$ cat src/rtl/accum_var_seq.sv
// Streaming accumulator: reduces up to NUM_TERMS unsigned terms (or fewer, closed by i_last)
// into one widened sum and presents it on a valid/ready handshake, holding it under back-pressure.
module accum_var_seq #(
  parameter  int DATA_WIDTH = 4,
  parameter  int NUM_TERMS  = 4,
  localparam int ACC_WIDTH  = DATA_WIDTH + 1 + $clog2(NUM_TERMS),
  localparam int CNT_WIDTH  = $clog2(NUM_TERMS + 1)
) (
  input  logic                 clk,
  input  logic                 rst,
  input  logic                 i_en,
  input  logic                 i_valid,
  input  logic [DATA_WIDTH:0]  i_data_bus,
  input  logic                 i_last,
  output logic                 o_ready,
  output logic                 o_valid,
  output logic [ACC_WIDTH-1:0] o_data_bus,
  input  logic                 i_ready,
  output logic [CNT_WIDTH-1:0] o_count
);

  typedef enum logic {ACC, HOLD} state_t;

  state_t               state;
  state_t               next_state;
  logic [ACC_WIDTH-1:0] acc;
  logic [ACC_WIDTH-1:0] term;
  logic [ACC_WIDTH-1:0] sum;
  logic                 take;
  logic                 pop;
  logic                 closing;

  // i_last is only ever qualified by take, so X on an idle bus cannot leak in.
  assign term    = ACC_WIDTH'(i_data_bus);
  assign sum     = acc + term;
  assign o_ready = rst & i_en & ((state == ACC) | i_ready);
  assign take    = i_valid & o_ready;
  assign pop     = i_en & o_valid & i_ready;
  assign closing = i_last | (o_count == CNT_WIDTH'(NUM_TERMS - 1));

  always_ff @(posedge clk or negedge rst) begin
    if (!rst) state <= ACC;
    else      state <= next_state;
  end

  // A closing take wins over a pop so a same-edge pop/close keeps o_valid high.
  always_comb begin
    next_state = state;
    if (take && closing) next_state = HOLD;
    else if (pop)        next_state = ACC;
  end

  always_comb begin
    o_valid = (state == HOLD);
  end

  always_ff @(posedge clk or negedge rst) begin
    if (!rst) begin
      acc        <= '0;
      o_data_bus <= '0;
      o_count    <= '0;
    end else if (take) begin
      if (closing) begin
        o_data_bus <= sum;
        acc        <= '0;
        o_count    <= '0;
      end else begin
        acc     <= sum;
        o_count <= o_count + CNT_WIDTH'(1);
      end
    end
  end

endmodule

$ cat config.mk
export PLATFORM = sky130hd
export DESIGN_NAME = accum_var_seq
export DESIGN_NICKNAME = d
export VERILOG_FILES = /design/src/rtl/accum_var_seq.sv
export SDC_FILE = /design/constraint.sdc
export NUM_CORES = 1
export LEC_CHECK = 0
export CORE_ASPECT_RATIO = 0.9
export CORE_MARGIN = 4
export CORE_UTILIZATION = 44
export CTS_CLUSTER_DIAMETER = 50
export DETAILED_ROUTE_END_ITERATION = 12
export PLACE_DENSITY = 0.74
export SYNTH_ARGS = -nofsm -noshare
export SYNTH_HDL_FRONTEND = slang
export SYNTH_SLANG_ARGS = --single-unit
$ cat constraint.sdc
create_clock -name clk -period 1.7 [get_ports clk]
set_input_delay 0.34 -clock clk [delete_from_list [all_inputs] [get_ports clk]]
set_output_delay 0.34 -clock clk [all_outputs]
set_load 0.02 [all_outputs]
==> impl_metrics.csv, run 1 <==
group,metric,value,unit
outcome,status,"complete, but fails checks",
outcome,violations,"negative setup slack",
global_route,grt_pass1_wl,4400,um
timing,tns,-0.676,ns
floorplan,placementRows,16,
final_layout,final_common_cell,"buf_4",
run,max_cap_violations,0,
place,numPortBuffers,22,
timing,fin_crit,1.93,ns
power,powerDensity,1180,nW/um^2
routing,first_iter_violations,11,
yosys,syn-num-nets,113,
global_route,antenna_found_initial,0,
floorplan,start_util,0.465,
clocking,clock_latency,0.30,ns
timing,setup_slack,-0.229,ns
critical_path,cp-end-kind,"register",
final_layout,final_cell_count_no_fill,170,
yosys,synth_top_cell_by_area,"dfrtp_1",
place,place_hpwl,1900,um
critical_path,r2r-start,"acc[0]",
power,switching_share,0.356,
yosys,netlist_area,1020,um^2
timing,clock-skew-final,0.00120,ns
final_layout,post-route-util,0.709,
floorplan,die_w,58.9,um
final_layout,antenna_cells_inserted,0,
timing,relSlewSlack,0.793,
critical_path,r2r-end,"o_data_bus[4]",
routing,wl_per_cell,15.3,um
yosys,syn_inst,94,
global_route,grt_overflow_total,0,
critical_path,cp_data_arrival_time,2.13,ns
clocking,cts.path.max_buffers,2,
critical_path,slowest_delay,0.40,ns
hold_path,hold_path.class,"in -> async",
yosys,yosys_register_bits,18,
yosys,synth_area_per_cell,10.9,um^2
critical_path,cp-startpoint,"acc[0]",
timing,hold_violations,0,
power,pwr-share-seq,0.353,
timing,rsz0062_at_grt,"yes",
timing,maxSlewViolCount,0,
critical_path,crit_chain,"ha_2, inv_2, fa_2, and2b_2, buf_6, o21a_1, o211a_1, mux2_4",
yosys,ys.warnings.count,0,
final_layout,design_area,1560,um^2
critical_path,rrSetupSlack,-0.23,ns
clocking,cts_hold_buf,0,
critical_path,cpMaxStageDelayCell,"dfrtp_1",
floorplan,dieArea,3170,um^2
place,dp.cells,165,
global_route,grt_max_degree,11,
critical_path,crit_path_start_kind,"register",
critical_path,required,1.90,ns
power,comb_power_share,0.498,
final_layout,nets,163,
power,ir_drop,1.01,mV
final_layout,syn2layout_area_growth,52.3,%
clocking,cts-root-buf,"clkbuf_4",
final_layout,drive_gt1_frac,0.364,
place,postPlaceCellArea,1470,um^2
clocking,cts_tree,"done",
critical_path,path_buf_inv,2,
yosys,ys.flop_type,"dfrtp_1",
timing,tightest_slew,0.311,ns
clocking,cts_buffers,3,
floorplan,die_h,53.8,um
global_route,grtUsageTotal,0.186,
timing,post-route-period-util,1.13,
power,cellLeakagePower,0.000743,uW
yosys,synth_seq_area_share,0.440,
yosys,synthArstFlopShare,1.00,
routing,route.detailed.drc,0,
power,p_switching,655,uW
clocking,path_clk_slew,0.11,ns
timing,setup_viol,5,
clocking,cts.sinks,18,
floorplan,core,2200,um^2
place,post-place-ws,-0.605,ns
clocking,htree_num_levels,1,
yosys,yosys.cell_types.count,36,
power,intPower,1190,uW
place,gp_congestion,0.751,
critical_path,critPathMaxFanout,2,
yosys,ys_top_cells_by_area,"dfrtp_1 (44%), ha_1 (8.5%), a22o_1 (5.1%)",
yosys,synth_top_area_frac,0.440,
timing,fmax,518,MHz
routing,vias,915,
final_layout,layout_common_cells,"buf_4 (22), dfrtp_1 (16), clkdlybuf4s50_1 (16)",
routing,finalWirelength,2600,um
critical_path,rr_worst_depth,8,
critical_path,crit_family,"flip-flops",
routing,via_per_inst,5.38,
routing,ant_nets,0,
critical_path,worstSetupPathType,"reg -> reg",
routing,firstDrtPassIters,4,
yosys,synth_edf_count,0,
global_route,grt_pass1_vias,956,
power,power.share.clock,0.149,
floorplan,num_io_pins,23,
-- worst reg2reg max path, stage by stage (launching register included) --
cell     delay (ns)
dfrtp_1        0.40
ha_2           0.18
inv_2          0.05
fa_2           0.19
and2b_2        0.24
buf_6          0.12
o21a_1         0.16
o211a_1        0.23
mux2_4         0.25
-- what timing repair did --
| action | in CTS | in global routing |
|---|---|---|
| resized for setup | 11 | 11 |
| pin swaps | 8 | 6 |
| endpoints found under the setup margin | 13 | 15 |
| endpoints found under the hold margin | 0 | 0 |
| buffers inserted | 1 | 0 |
-- area by class of cell --
type	instances	area, um^2
fillers	165	642
multi-input cells	66	583
flip-flops and latches	18	453
repair buffers	47	424
clock buffers	4	36.3
well taps	27	33.8
inverters	8	30.0
-- synth_stat cells, types with 2 or more instances --
library cell and count:
xor2_1 2, nand2_1 6, mux2_2 4, a21oi_1 2, and3_1 2, o2111ai_2 2
a22o_1 6, dfrtp_1 18, o21ai_0 5, nand3_1 5, nor2_1 3, inv_1 8
ha_1 7, o21bai_1 2
-- cell families (layout without fill, tap and decap cells) --
kind of cell / after synthesis / in the layout / share of synthesized area
xor+xnor: 3 / 3 / 0.0256
compound gates: 25 / 25 / 0.193
simple gates: 24 / 24 / 0.131
fa+ha+maj: 8 / 8 / 0.105
mux: 6 / 6 / 0.0684
flops: 18 / 18 / 0.440
buf+inv: 10 / 59 / 0.0378
-- per-layer routing --
metal | part of all wire | up-vias | track usage
met3 | 0.061 | 7 | 0.0264
met4 | 0.024 | 0 | 0.0755
met5 | 0 | - | 0
li1 | - | 438 | -
met2 | 0.52 | 32 | 0.320
met1 | 0.39 | 438 | 0.236
-- sequential cells by signal, indices dropped and copies added (netlist names) --
| register | cells |
|---|---|
| o_data_bus | 7 |
| o_count | 3 |
| o_valid | 1 |
| acc | 7 |
-- power groups by stage --
stage,Clock [uW],Sequential [uW],Combinational [uW]
after floorplan,0,757,352
after global placement,0,645,857
after detailed placement,0,652,879
final,274,651,916
after global routing,299,673,1000
after CTS,278,649,892
-- stage by stage --
stage          power (uW)  hold WS [ns]
2_1_floorplan        1110        0.0444
4_1_cts              1820         0.410
3_3_place_gp         1500         0.487
5_1_grt              1970         0.413
6_report             1840         0.396
3_5_place_dp         1530         0.493
-- how the worst max path moves through the flow --
| stage | endpoint | depth (start not counted) |
|---|---|---|
| after global placement | o_data_bus[6] | 8 |
| after CTS | o_data_bus[4] | 8 |
| after detailed placement | o_data_bus[6] | 8 |
| after global routing | o_data_bus[4] | 8 |
| after floorplan | o_data_bus[6] | 7 |
| final | o_data_bus[4] | 8 |
No activity file was read; power rests on OpenSTA's default activity.
==> inputs of run 2 (changes only) <==
--- a/config.mk
+++ b/config.mk
@@ -7,10 +7,11 @@
 export LEC_CHECK = 0
 export CORE_ASPECT_RATIO = 0.9
 export CORE_MARGIN = 4
-export CORE_UTILIZATION = 44
+export CORE_UTILIZATION = 40
 export CTS_CLUSTER_DIAMETER = 50
 export DETAILED_ROUTE_END_ITERATION = 12
-export PLACE_DENSITY = 0.74
+export HOLD_SLACK_MARGIN = 0.03
+export PLACE_DENSITY = 0.68
 export SYNTH_ARGS = -nofsm -noshare
 export SYNTH_HDL_FRONTEND = slang
 export SYNTH_SLANG_ARGS = --single-unit
==> constraint.sdc (replaced) <==
create_clock -name clk -period 1.7 [get_ports clk]
set_input_delay 0.34 -clock clk [delete_from_list [all_inputs] [get_ports clk]]
set_output_delay 0.34 -clock clk [all_outputs]
set_load 0.05 [all_outputs]
==> impl_metrics.csv, run 2 (synthesis results as in run 1) <==
group,metric,value,unit
outcome,status,"complete, but fails checks",
outcome,violations,"negative setup slack",
global_route,grtUsageTotal,0.155,
timing,hold_violations,0,
routing,wl_per_cell,14.7,um
timing,rsz0062_at_grt,"yes",
routing,via_per_inst,5.25,
clocking,cts.path.max_buffers,2,
floorplan,num_io_pins,23,
clocking,clock_latency,0.30,ns
critical_path,worstSetupPathType,"reg -> reg",
timing,post-route-period-util,1.15,
floorplan,start_util,0.419,
floorplan,die_w,61.4,um
final_layout,antenna_cells_inserted,0,
place,place_hpwl,1920,um
critical_path,slowest_delay,0.40,ns
power,cellLeakagePower,0.000752,uW
clocking,htree_num_levels,1,
timing,maxSlewViolCount,0,
timing,whs,0.172,ns
global_route,grt_overflow_total,0,
clocking,cts_tree,"done",
final_layout,final_common_cell,"buf_4",
power,switching_share,0.425,
power,comb_power_share,0.544,
final_layout,syn2layout_area_growth,51.0,%
global_route,antenna_found_initial,0,
place,numPortBuffers,22,
critical_path,rrSetupSlack,-0.25,ns
power,total_power,2010,uW
timing,tightest_slew,0.310,ns
routing,vias,897,
final_layout,layout_common_cells,"buf_4 (34), dfrtp_1 (15), inv_1 (7)",
global_route,grt_pass1_vias,925,
power,powerDensity,1300,nW/um^2
power,power.share.clock,0.134,
routing,firstDrtPassIters,6,
routing,first_iter_violations,50,
critical_path,path_buf_inv,2,
critical_path,r2r-start,"acc[0]",
critical_path,cpMaxStageDelayCell,"dfrtp_1",
run,max_cap_violations,0,
power,intPower,1160,uW
timing,setup_viol,4,
power,ir_drop,1.20,mV
clocking,cts.sinks,18,
final_layout,drive_gt1_frac,0.455,
critical_path,rr_worst_depth,8,
critical_path,cp-end-kind,"register",
place,dp.cells,162,
timing,fin_crit,1.95,ns
final_layout,post-route-util,0.633,
timing,clock-skew-final,0.00120,ns
floorplan,core,2450,um^2
critical_path,r2r-end,"o_data_bus[4]",
place,gp_congestion,0.751,
timing,relSlewSlack,0.793,
routing,finalWirelength,2510,um
clocking,path_clk_slew,0.10,ns
hold_path,hold_path.class,"in -> async",
final_layout,final_cell_count_no_fill,171,
floorplan,dieArea,3440,um^2
critical_path,crit_family,"compound AO/OA/AOI/OAI gates",
final_layout,final.fill_count,197,
clocking,cts-root-buf,"clkbuf_4",
power,p_switching,857,uW
critical_path,required,1.89,ns
routing,route.detailed.drc,0,
routing,ant_nets,0,
critical_path,crit_chain,"ha_2, inv_2, fa_2, and2b_2, buf_6, o21a_1, o211a_1, mux2_4",
critical_path,cp_data_arrival_time,2.14,ns
power,pwr-share-seq,0.322,
critical_path,crit_path_start_kind,"register",
timing,setup_slack,-0.250,ns
clocking,cts_buffers,3,
floorplan,placementRows,17,
final_layout,nets,163,
final_layout,top_regs,"acc (7), o_data_bus (7), o_count (3)",
timing,fmax,513,MHz
floorplan,die_h,56.0,um
critical_path,critPathMaxFanout,3,
global_route,grt_pass1_wl,4020,um
global_route,grt_max_degree,18,
[run 2: cell types whose count changed in the layout (fill, tap and decap cells not counted), moves of 2 or more]
cell,before,now
clkdlybuf4s50_1,16,5
o21ai_1,2,4
buf_4,22,34
o21ai_0,4,2
[run 2: worst max-delay path by stage]
stage                          endpoint          start  depth (start not counted)
after floorplan           o_data_bus[6]  i_data_bus[0]                          7
after global placement    o_data_bus[6]  i_data_bus[0]                          8
after detailed placement  o_data_bus[6]  i_data_bus[0]                          8
after CTS                 o_data_bus[4]         acc[0]                          8
after global routing      o_data_bus[4]         acc[0]                          8
final                     o_data_bus[4]         acc[0]                          8
[run 2: worst reg2reg max path, stage by stage, from the launching register on]
cell	delay, ns
dfrtp_1	0.40
ha_2	0.19
inv_2	0.05
fa_2	0.18
and2b_2	0.24
buf_6	0.11
o21a_1	0.16
o211a_1	0.25
mux2_4	0.26
[run 2: cell type report]
type,instances,area (um^2),share of cell area
multi-input combinational,66,584,0.378
timing repair buffer,47,408,0.264
clock buffer,4,36.3,0.0234
inverter,8,30.0,0.0194
tap,28,35.0,0.0226
sequential,18,454,0.293
[run 2: per-layer routing]
| metal | vias up | track usage | share of wire |
|---|---|---|---|
| met2 | 21 | 0.249 | 0.50 |
| li1 | 441 | - | - |
| met1 | 433 | 0.202 | 0.44 |
| met5 | - | 0 | 0 |
| met3 | 2 | 0.0510 | 0.049 |
| met4 | 0 | 0.0242 | 0.0068 |
[run 2: repair_timing]
action	CTS	global route
buffers inserted	3	2
hold endpoints to repair	0	0
resized for setup	8	10
pin swaps	8	5
hold buffers	0	0
endpoints found under the setup margin	15	17
[run 2: metrics by stage]
stage / worst slack [ns] / area [um^2] / setup TNS [ns]
CTS: -0.252 / 1510 / -0.828
finish: -0.250 / 1550 / -0.720
global placement: -0.573 / 1440 / -5.25
detailed placement: -0.607 / 1440 / -5.36
floorplan: -0.0577 / 1050 / -0.280
global route: -0.338 / 1550 / -1.22
[run 2: power groups by stage]
stage | clock network (uW) | logic, uW | registers [uW]
finish | 269 | 1100 | 649
floorplan | 0 | 359 | 973
detailed placement | 0 | 1070 | 661
global placement | 0 | 1050 | 650
global route | 286 | 1170 | 668
CTS | 280 | 1090 | 653
